$ cat config.mk
export PLATFORM = sky130hd
export DESIGN_NAME = micro_sequencer
export DESIGN_NICKNAME = d
export VERILOG_FILES = /design/src/rtl/micro_seq_pkg.sv /design/src/rtl/micro_sequencer_dispatch_rom.sv /design/src/rtl/micro_sequencer.sv
export SDC_FILE = /design/constraint.sdc
export NUM_CORES = 1
export LEC_CHECK = 0
export CAP_MARGIN = 10
export CORE_MARGIN = 2
export CORE_UTILIZATION = 50
export DETAILED_ROUTE_END_ITERATION = 12
export PLACE_DENSITY = 0.9
export SYNTH_ARGS = -nofsm -noshare
export SYNTH_HDL_FRONTEND = slang
export SYNTH_SLANG_ARGS = --single-unit
$ cat constraint.sdc
create_clock -name clk -period 3.5 [get_ports clk]
set_input_delay 1.05 -clock clk [delete_from_list [all_inputs] [get_ports clk]]
set_output_delay 1.05 -clock clk [all_outputs]
set_load 0.01 [all_outputs]
$ cat src/rtl/micro_seq_pkg.sv
// Shared encodings for the RV32I microprogram sequencer: next-state selects,
// major opcodes, microcode entry points and the ALUOP codes used by the ALU.
package micro_seq_pkg;

    typedef enum logic [2:0] {
        NS_NEXT     = 3'b000,
        NS_SPIN     = 3'b001,
        NS_JUMP     = 3'b010,
        NS_FETCH    = 3'b011,
        NS_DISPATCH = 3'b100,
        NS_EZ       = 3'b101,
        NS_ENZ      = 3'b110,
        NS_HALT     = 3'b111
    } next_sel_e;

    localparam logic [6:0] OPC_LUI    = 7'b0110111;
    localparam logic [6:0] OPC_AUIPC  = 7'b0010111;
    localparam logic [6:0] OPC_JAL    = 7'b1101111;
    localparam logic [6:0] OPC_JALR   = 7'b1100111;
    localparam logic [6:0] OPC_BRANCH = 7'b1100011;
    localparam logic [6:0] OPC_LOAD   = 7'b0000011;
    localparam logic [6:0] OPC_STORE  = 7'b0100011;
    localparam logic [6:0] OPC_OP_IMM = 7'b0010011;
    localparam logic [6:0] OPC_OP     = 7'b0110011;

    localparam logic [7:0] ENTRY_LUI    = 8'h10;
    localparam logic [7:0] ENTRY_AUIPC  = 8'h18;
    localparam logic [7:0] ENTRY_JAL    = 8'h20;
    localparam logic [7:0] ENTRY_JALR   = 8'h28;
    localparam logic [7:0] ENTRY_BRANCH = 8'h30;
    localparam logic [7:0] ENTRY_LOAD   = 8'h40;
    localparam logic [7:0] ENTRY_STORE  = 8'h50;
    localparam logic [7:0] ENTRY_OP_IMM = 8'h60;
    localparam logic [7:0] ENTRY_OP     = 8'h70;

    // Kept here so the microcode ROM image and the ALU decode from one source.
    typedef enum logic [3:0] {
        ALU_COPY_A = 4'd0,
        ALU_COPY_B = 4'd1,
        ALU_ADD    = 4'd2,
        ALU_SUB    = 4'd3,
        ALU_SLL    = 4'd4,
        ALU_SRL    = 4'd5,
        ALU_SLT    = 4'd6,
        ALU_XOR    = 4'd7,
        ALU_AND    = 4'd8,
        ALU_OR     = 4'd9
    } aluop_e;

endpackage

$ cat src/rtl/micro_sequencer_dispatch_rom.sv
// Combinational opcode decode to microcode entry address; valid=0 flags an
// opcode with no microcode routine.
module dispatch_rom
    import micro_seq_pkg::*;
#(
    parameter int UPC_W = 8,
    parameter int OPC_W = 7
) (
    input  logic [OPC_W-1:0] opcode,
    output logic [UPC_W-1:0] entry,
    output logic             valid
);

    always_comb begin
        entry = '0;
        valid = 1'b1;
        case (opcode)
            OPC_W'(OPC_LUI):    entry = UPC_W'(ENTRY_LUI);
            OPC_W'(OPC_AUIPC):  entry = UPC_W'(ENTRY_AUIPC);
            OPC_W'(OPC_JAL):    entry = UPC_W'(ENTRY_JAL);
            OPC_W'(OPC_JALR):   entry = UPC_W'(ENTRY_JALR);
            OPC_W'(OPC_BRANCH): entry = UPC_W'(ENTRY_BRANCH);
            OPC_W'(OPC_LOAD):   entry = UPC_W'(ENTRY_LOAD);
            OPC_W'(OPC_STORE):  entry = UPC_W'(ENTRY_STORE);
            OPC_W'(OPC_OP_IMM): entry = UPC_W'(ENTRY_OP_IMM);
            OPC_W'(OPC_OP):     entry = UPC_W'(ENTRY_OP);
            default:            valid = 1'b0;
        endcase
    end

endmodule

$ cat src/rtl/micro_sequencer.sv
// Micro-PC sequencer: selects the next microcode address from the current
// microinstruction's next_sel field, with dispatch, micro-branches and halt.
module micro_sequencer
    import micro_seq_pkg::*;
#(
    parameter int               UPC_W      = 8,
    parameter int               OPC_W      = 7,
    parameter logic [UPC_W-1:0] FETCH_ADDR = '0,
    parameter logic [UPC_W-1:0] TRAP_ADDR  = '1
) (
    input  logic             clk,
    input  logic             rst,
    input  logic [OPC_W-1:0] opcode,
    input  logic             zero,
    input  logic             mem_busy,
    input  logic [2:0]       next_sel,
    input  logic [UPC_W-1:0] jump_target,
    output logic [UPC_W-1:0] upc,
    output logic             illegal,
    output logic             halted,
    output logic [31:0]      instr_cnt,
    output logic [31:0]      cycle_cnt
);

    logic [UPC_W-1:0] upc_q, upc_d;
    logic             illegal_q, illegal_d;
    logic             halted_q, halted_d;
    logic [31:0]      instr_cnt_q, instr_cnt_d;
    logic [31:0]      cycle_cnt_q, cycle_cnt_d;

    logic [UPC_W-1:0] upc_inc;
    logic [UPC_W-1:0] entry;
    logic             entry_valid;
    next_sel_e        sel;

    assign sel     = next_sel_e'(next_sel);
    assign upc_inc = upc_q + UPC_W'(1);

    dispatch_rom #(
        .UPC_W (UPC_W),
        .OPC_W (OPC_W)
    ) u_dispatch_rom (
        .opcode (opcode),
        .entry  (entry),
        .valid  (entry_valid)
    );

    always_comb begin
        upc_d       = upc_q;
        illegal_d   = illegal_q;
        halted_d    = halted_q;
        instr_cnt_d = instr_cnt_q;
        cycle_cnt_d = cycle_cnt_q;
        // Once halted, every microinstruction field is ignored until reset.
        if (!halted_q) begin
            cycle_cnt_d = cycle_cnt_q + 32'd1;
            case (sel)
                NS_NEXT:  upc_d = upc_inc;
                NS_SPIN:  upc_d = mem_busy ? upc_q : upc_inc;
                NS_JUMP:  upc_d = jump_target;
                NS_FETCH: upc_d = FETCH_ADDR;
                NS_DISPATCH: begin
                    instr_cnt_d = instr_cnt_q + 32'd1;
                    if (entry_valid) begin
                        upc_d = entry;
                    end else begin
                        upc_d     = TRAP_ADDR;
                        illegal_d = 1'b1;
                    end
                end
                NS_EZ:    upc_d = zero ? jump_target : upc_inc;
                NS_ENZ:   upc_d = zero ? upc_inc : jump_target;
                NS_HALT:  halted_d = 1'b1;
            endcase
        end
    end

    always_ff @(posedge clk) begin
        if (rst) begin
            upc_q       <= FETCH_ADDR;
            illegal_q   <= 1'b0;
            halted_q    <= 1'b0;
            instr_cnt_q <= '0;
            cycle_cnt_q <= '0;
        end else begin
            upc_q       <= upc_d;
            illegal_q   <= illegal_d;
            halted_q    <= halted_d;
            instr_cnt_q <= instr_cnt_d;
            cycle_cnt_q <= cycle_cnt_d;
        end
    end

    assign upc       = upc_q;
    assign illegal   = illegal_q;
    assign halted    = halted_q;
    assign instr_cnt = instr_cnt_q;
    assign cycle_cnt = cycle_cnt_q;

endmodule

==> impl_metrics.tcl, run 1 <==
set metrics [dict create \
    cap_viol_max_count 0 \
    clock_sinks 74 \
    drt-wirelength-per-cell_um 14.77 \
    tns_ps 0 \
    clk_latency_ps 350 \
    cts_tree "yes" \
    design_area_mm2 0.005169 \
    end_kind "flop" \
    diodes 0 \
    ant_nets 0 \
    dr.pass1.iters 5 \
    die_y_um 92.45 \
    areaGrowthSynthToFinish_pct 32.15 \
    cts_root_buffer "clkbuf_8" \
    hold_buffers 0 \
    switchingPower_w 0.0004544 \
    pwr-share-seq_pct 48.9 \
    vias 3913 \
    tightest_slew_ps 944.9 \
    holdCritPathClass "flop to flop" \
    dpl.hpwl_um 7245 \
    vdd_ir_drop_max_uv 224.4 \
    grt_pass1_vias 3545 \
    crit_fanout 15 \
    synth-seq-area-share_pct 37.88 \
    core_mm2 0.007647 \
    fmax_ghz 0.3295 \
    grt_start_max_net_pins 42 \
    finalSetupViolations 0 \
    p_int_w 0.001357 \
    crit_type "primary input to flop" \
    drtIter0Drc 207 \
    start_kind "primary input" \
    synth_edf_count 0 \
    grt_pass1_wl_um 16350 \
    rsz0062_at_grt "false" \
    drive_gt1_share_pct 5.729 \
    totalWireLength_um 10010 \
    grt.overflow.total 0 \
    synth_area_leaders "dfxtp_1 38%, xnor2_1 8.5%, nor2_1 7.1%" \
    p_leak_nw 1.720 \
    fin_crit_ps 3035 \
    mappedNetlistArea_mm2 0.003911 \
    maxSlewViolCount 0 \
    nNetsFinal 596 \
    status "finished clean" \
    avgSynthCellArea_um2 8.148 \
    dieWidth_um 92.45 \
    yosys.area.top_type "dfxtp_1" \
    synth_top_area_share_pct 37.88 \
    clk_pin_slew_ps 80 \
    num_rows 32 \
    power_density_mw_per_mm2 350.4 \
    relSlewSlack_pct 36.43 \
    ys_ff_latch 74 \
    critPathArrivalTime_ps 3230 \
    p_comb_share_pct 10.9 \
    ios 96 \
    dp.cells 662 \
    sw_frac_of_total_pct 25.09 \
    routabilityCongestion 0.9807 \
    ys_async_sr_fraction_pct 0 \
    vias_per_cell 5.771 \
    clkPwrFrac_pct 40.3 \
    cts_buffer_depth 2 \
    synthCells 480 \
    final_cells 678 \
    die-area_mm2 0.008546 \
    synthFlopType "dfxtp_1" \
    fin_crit_sh_pct 86.70 \
    initial_core_util_pct 51.15 \
    placement.io_buffers 95 \
    placed_cell_area_mm2 0.004951 \
    syn_nets 505 \
    yosysWarnings 0 \
    antenna_found_initial 0 \
    cts_buffers 9 \
    fill_cells 607 \
    cts_setup_buffers 0 \
    cp.required_ps 3700 \
    ys_types 51 \
    drc_errors 0 \
    htreeDepth 3 \
    hold_violations 0 \
    cts_resized 0 \
    finalPower_w 0.001811 \
    track_usage_pct 23.35 \
    clock_skew_ps 9.978 \
]
-- final timing paths --
check / cells past startpoint / slack, ps / to / start
worst min register to register: 2 / 490 / illegal / illegal
worst max register to register: 5 / 1010 / cycle_cnt[29] / halted
worst max-delay path: 6 / 470 / instr_cnt[28] / next_sel[2]
worst min-delay path: 2 / 490 / illegal / illegal
-- kinds of logic (layout without fill, tap and decap cells) --
family | after synthesis | in the layout | synth area share (%)
flip-flops | 74 | 74 | 37.88
adder cells (fa/ha/maj) | 3 | 3 | 0.9598
buffers and inverters | 36 | 132 | 4.062
XOR/XNOR | 60 | 60 | 13.44
AND/OR/NAND/NOR | 233 | 233 | 31.61
multiplexers | 3 | 3 | 0.7678
AO/OA/AOI/OAI | 71 | 71 | 11.29
-- state kept, by name (all words and copies together) (netlist names) --
| register | flops |
|---|---|
| cycle_cnt | 32 |
| instr_cnt | 32 |
| upc | 8 |
| halted | 1 |
| illegal | 1 |
-- cells in the mapped netlist (3+ instances only) --
master and count:
nor4_1 15, a21oi_1 19, buf_1 6, ha_1 3, xor2_1 22, nor2b_1 5
or3_1 11, nand3_1 18, nor3b_1 3, xnor2_1 38, nor2_1 74, nand3b_1 3
and2_1 5, nand4b_1 3, inv_1 12, nand2_1 37, dfxtp_1 74, nand4_1 13
and3_1 9, a31oi_1 3, nand2b_1 3, o21ai_0 23, buf_6 3, nor3_1 16
a211oi_1 5, and4_1 7, mux2i_1 3, clkbuf_1 14
-- through the flow --
stage               worst slack [ps]  util, %  hold slack [ps]
floorplan                      545.9        -            502.2
global placement               204.5    64.74            464.9
detailed placement             111.6    64.74            473.0
CTS                            489.9    67.59            496.4
global route                   407.2    67.59            512.1
finish                         465.4    67.59            493.1
-- placed cells by master (no fill, tap or decap), types with 5 or more instances in the layout --
cell type,n
and4_1,7
and2_1,5
a211oi_1,5
clkbuf_8,9
nand2_1,37
nor2b_1,5
dfxtp_1,74
xor2_1,22
clkdlybuf4s50_1,94
nand4_1,13
nor2_1,74
and3_1,9
nand3_1,18
o21ai_0,23
or3_1,11
xnor2_1,38
buf_4,8
nor4_1,15
nor3_1,16
inv_1,12
a21oi_1,19
-- layer usage --
layer  GRT usage (%)  wire, µm  vias to the layer above  share of wire, %
li1                -         -                     1875                 -
met1           29.26      4124                     1857                41
met2           39.48      5009                      167                50
met3           4.231       700                       14               7.0
met4           9.701       177                        0               1.8
met5               0         0                        -                 0
-- power by group through the flow --
stage          combinational, W  clock (W)  sequential (W)
5_1_grt                0.000214   0.000779        0.000888
6_report               0.000197   0.000729        0.000885
2_1_floorplan          0.000101          0        0.000904
4_1_cts                0.000196   0.000742        0.000884
3_5_place_dp           0.000195          0        0.000904
3_3_place_gp           0.000188          0        0.000903
-- cell type report --
cell class / count / area [µm²] / share of cell area [%]
multi-input combinational: 370 / 2271 / 43.94
clock inverter: 7 / 93.84 / 1.816
tap: 102 / 127.6 / 2.469
clock buffer: 9 / 123.9 / 2.397
inverter: 12 / 45.04 / 0.8715
timing repair buffer: 104 / 1026 / 19.85
sequential: 74 / 1481 / 28.66
-- worst max-delay path: stages --
cell             delay [ps]
clkdlybuf4s50_1         480
or3b_1                  400
or4_4                   660
nor4_1                  390
xnor2_1                 170
nor2_1                   70
No activity file was read; power rests on OpenSTA's default activity.
==> run 2: changes to the inputs <==
--- a/config.mk
+++ b/config.mk
@@ -7,9 +7,10 @@
 export LEC_CHECK = 0
 export CAP_MARGIN = 10
 export CORE_MARGIN = 2
-export CORE_UTILIZATION = 50
+export CORE_UTILIZATION = 45
 export DETAILED_ROUTE_END_ITERATION = 12
-export PLACE_DENSITY = 0.9
+export PLACE_DENSITY = 0.83
+export SLEW_MARGIN = 20
 export SYNTH_ARGS = -nofsm -noshare
 export SYNTH_HDL_FRONTEND = slang
 export SYNTH_SLANG_ARGS = --single-unit
==> impl_metrics.tcl, run 2 (synthesized netlist as in run 1, its figures left out) <==
set metrics [dict create \
    tightest_slew_ps 994.3 \
    totalWireLength_um 9721 \
    multiInputGateArea_mm2 0.002271 \
    power_density_mw_per_mm2 360.7 \
    grt_pass1_wl_um 16250 \
    diodes 0 \
    antenna_found_initial 0 \
    drc_errors 0 \
    dr.pass1.iters 4 \
    die-area_mm2 0.009454 \
    cap_viol_max_count 0 \
    cts_root_buffer "clkbuf_8" \
    hold_violations 0 \
    worstPathCellList "clkdlybuf4s50_1, or3b_1, or4_4, nor4_1, xnor2_1, nor2_1" \
    placed_cell_area_mm2 0.004966 \
    cp.required_ps 3730 \
    top_layer "met4" \
    track_usage_pct 20.22 \
    final-seq-area_mm2 0.001481 \
    die_y_um 97.23 \
    p_leak_nw 1.738 \
    r2r_cells 5 \
    drt-wirelength-per-cell_um 14.21 \
    drt-met1-wl_um 4342 \
    drtIter0Drc 126 \
    holdCritPathClass "flop to flop" \
    fill_cells 746 \
    dr_wl_met3_um 488 \
    clock_sinks 74 \
    crit_type "primary input to flop" \
    initial_core_util_pct 45.52 \
    rsz0062_at_grt "false" \
    vias_per_cell 5.553 \
    start_kind "primary input" \
    finalPower_w 0.001878 \
    fin_crit_ps 2973 \
    end_kind "flop" \
    critPathArrivalTime_ps 3200 \
    vias 3798 \
    whs_ps 503.9 \
    crit_path_start "next_sel[2]" \
    routabilityCongestion 0.8688 \
    cts_buffers 9 \
    fin_util_pct 60.59 \
    grt.overflow.total 0 \
    grt_start_max_net_pins 41 \
    dpl.hpwl_um 7109 \
    crit_fanout 15 \
    tns_ps 0 \
    wl_met2_um 4636 \
    status "finished clean" \
    clk_pin_slew_ps 80 \
    nNetsFinal 597 \
    num_rows 34 \
    htreeDepth 3 \
    design_area_mm2 0.005206 \
    hold_buffers 0 \
    cts_resized 0 \
    crit_slowest_cell "or4_4" \
    cts_setup_buffers 0 \
    placement.io_buffers 95 \
    cts_tree "yes" \
    core_mm2 0.008593 \
    r2r-start "cycle_cnt[2]" \
    vdd_ir_drop_max_uv 257.9 \
    cp_slowest_stage_delay_ps 660 \
    final_cell_mix "94 x clkdlybuf4s50_1, 74 x nor2_1, 74 x dfxtp_1" \
    dieWidth_um 97.23 \
    maxSlewViolCount 0 \
    relSlewSlack_pct 33.10 \
    areaGrowthSynthToFinish_pct 33.11 \
    fmax_ghz 0.3363 \
    fin_crit_sh_pct 84.95 \
    clock_skew_ps 13.10 \
    hold_start "cycle_cnt[27]" \
    layout_commonest_cell "clkdlybuf4s50_1" \
    ant_nets 0 \
    grt_pass1_vias 3609 \
    finalSetupViolations 0 \
    ios 96 \
    cts_buffer_depth 2 \
    hold-path-cell-count 2 \
    drive_gt1_share_pct 5.729 \
    clk_latency_ps 340 \
]
run 2: cell types whose count changed in the layout (fill, tap and decap cells not counted):
cell and delta:
buf_4 +1, bufinv_16 +1, clkbuf_8 +1, clkinv_2 -1, clkinv_4 -1, clkinvlp_4 -1
run 2: area by class of cell:
| type | count | share of cell area, % |
|---|---|---|
| multi-input cells | 370 | 43.62 |
| flip-flops and latches | 74 | 28.45 |
| repair buffers | 105 | 19.85 |
| clock buffers | 10 | 2.644 |
| well taps | 108 | 2.596 |
| clock inverters | 5 | 1.971 |
| inverters | 12 | 0.8652 |
run 2: metrics by stage:
stage	worst slack (ps)	cells
floorplan	545.9	480
global placement	234.6	669
detailed placement	160.9	669
CTS	540.3	684
global route	438.3	684
finish	526.6	684
run 2: final timing paths:
| kind | slack (ps) | to |
|---|---|---|
| worst max register to register | 1190 | cycle_cnt[31] |
| worst min register to register | 500 | cycle_cnt[27] |
| worst min-delay path | 500 | cycle_cnt[27] |
| worst max-delay path | 530 | instr_cnt[26] |
run 2: metal layers:
metal / GRT usage (%) / up-vias
met5: 0 / -
met4: 9.188 / 0
met3: 3.885 / 20
met2: 33.39 / 121
met1: 25.62 / 1774
li1: - / 1883
run 2: worst max-delay path: cells and delay by family:
family	cells	cell delay [ps]
simple gates	4	1510
buf+inv	1	480
xor+xnor	1	160
run 2: where the power goes:
| part | switching, W | internal (W) |
|---|---|---|
| clock network | 0.000308 | 0.000488 |
| registers | 0.0000261 | 0.000858 |
| logic | 0.0000972 | 0.0000997 |
| total | 0.000432 | 0.00145 |
==> run 3: changes to the inputs <==
==> constraint.sdc (replaced) <==
create_clock -name clk -period 3 [get_ports clk]
set_input_delay 0.9 -clock clk [delete_from_list [all_inputs] [get_ports clk]]
set_output_delay 0.9 -clock clk [all_outputs]
set_load 0.01 [all_outputs]
==> impl_metrics.tcl, run 3 (synthesized netlist as in run 1, its figures left out) <==
set metrics [dict create \
    antenna_found_initial 0 \
    fin_crit_sh_pct 94.87 \
    areaGrowthSynthToFinish_pct 34.07 \
    core_mm2 0.008593 \
    design_area_mm2 0.005244 \
    nNetsFinal 602 \
    routabilityCongestion 0.8919 \
    end_kind "flop" \
    grt_start_max_net_pins 43 \
    clock_sinks 74 \
    track_usage_pct 20.50 \
    vias 3833 \
    crit_fanout 15 \
    drive_gt1_share_pct 6.379 \
    cts_tree "yes" \
    cts_root_buffer "clkbuf_8" \
    cap_viol_max_count 0 \
    whs_ps 493.6 \
    vias_per_cell 5.571 \
    start_kind "primary input" \
    grt_pass1_vias 3609 \
    crit_type "primary input to flop" \
    hold_violations 0 \
    clk_latency_ps 350 \
    finalSetupViolations 0 \
    dpl.hpwl_um 7017 \
    relSlewSlack_pct 40.98 \
    rsz0062_at_grt "false" \
    clk_pin_slew_ps 70 \
    htreeDepth 3 \
    cts_setup_buffers 0 \
    ios 96 \
    drt-wirelength-per-cell_um 14.06 \
    die-area_mm2 0.009454 \
    layout_commonest_cell "clkdlybuf4s50_1" \
    maxSlewViolCount 0 \
    die_y_um 97.23 \
    ant_nets 0 \
    clock_skew_ps 16.54 \
    dieWidth_um 97.23 \
    dr.pass1.iters 7 \
    grt_pass1_wl_um 16370 \
    vdd_ir_drop_max_uv 267.8 \
    num_rows 34 \
    cts_buffer_depth 2 \
    status "finished clean" \
    final_cell_mix "94 x clkdlybuf4s50_1, 74 x nor2_1, 74 x dfxtp_1" \
    drc_errors 0 \
    tightest_slew_ps 885.3 \
    p_leak_nw 1.765 \
    critPathArrivalTime_ps 3060 \
    drtIter0Drc 129 \
    placement.io_buffers 95 \
    diodes 0 \
    placed_cell_area_mm2 0.004991 \
    hold_buffers 0 \
    fmax_ghz 0.3514 \
    r2r_cells 5 \
    initial_core_util_pct 45.52 \
    cp.required_ps 3220 \
    power_density_mw_per_mm2 430.3 \
    totalWireLength_um 9676 \
    hold-path-cell-count 2 \
    cts_buffers 9 \
    cts_resized 0 \
    fin_crit_ps 2846 \
    holdCritPathClass "flop to flop" \
    grt.overflow.total 0 \
]
## run 3: worst max-delay path: stages
cell,delay (ps)
clkdlybuf4s50_1,480
or3b_1,400
or4_4,660
nor4_1,390
xnor2_1,170
nor2_1,50
## run 3: final cells by class
class / count / area, µm²
Timing Repair Buffer: 110 / 1059
Tap cell: 108 / 135.1
Multi-Input combinational cell: 370 / 2271
Sequential cell: 74 / 1481
Clock inverter: 5 / 128.9
Clock buffer: 9 / 123.9
Inverter: 12 / 45.04
Fill cell: 749 / 3349
## run 3: metal layers
metal,routed length (µm),track usage (%),vias up
met3,504,4.964,23
met1,4326,25.06,1798
met5,0,0,-
li1,-,-,1894
met2,4608,34.83,118
met4,236,8.120,0
## run 3: final timing paths
kind                startpoint  slack (ps)       endpoint
hold / removal         illegal         490        illegal
setup / recovery   next_sel[2]         150  instr_cnt[18]
setup reg to reg  cycle_cnt[3]         710  cycle_cnt[31]
hold reg to reg        illegal         490        illegal
## run 3: through the flow
| step | std cells | total power [W] | util (%) | setup WS, ps | TNS [ps] |
|---|---|---|---|---|---|
| floorplan | 480 | 0.001172 | - | 195.9 | 0 |
| global placement | 674 | 0.001277 | 58.08 | -138.2 | -709.9 |
| detailed placement | 674 | 0.001284 | 58.08 | -207.6 | -1149 |
| CTS | 688 | 0.002275 | 61.02 | 159.1 | 0 |
| global route | 688 | 0.002343 | 61.02 | 88.97 | 0 |
| finish | 688 | 0.002256 | 61.02 | 153.9 | 0 |
## run 3: report_power, final
| group | internal (W) | total [W] | leakage (nW) | switching (W) |
|---|---|---|---|---|
| logic | 0.000118 | 0.000233 | 1.04 | 0.000115 |
| clock network | 0.000629 | 0.000992 | 0.125 | 0.000363 |
| registers | 0.00100 | 0.00103 | 0.599 | 0.0000294 |
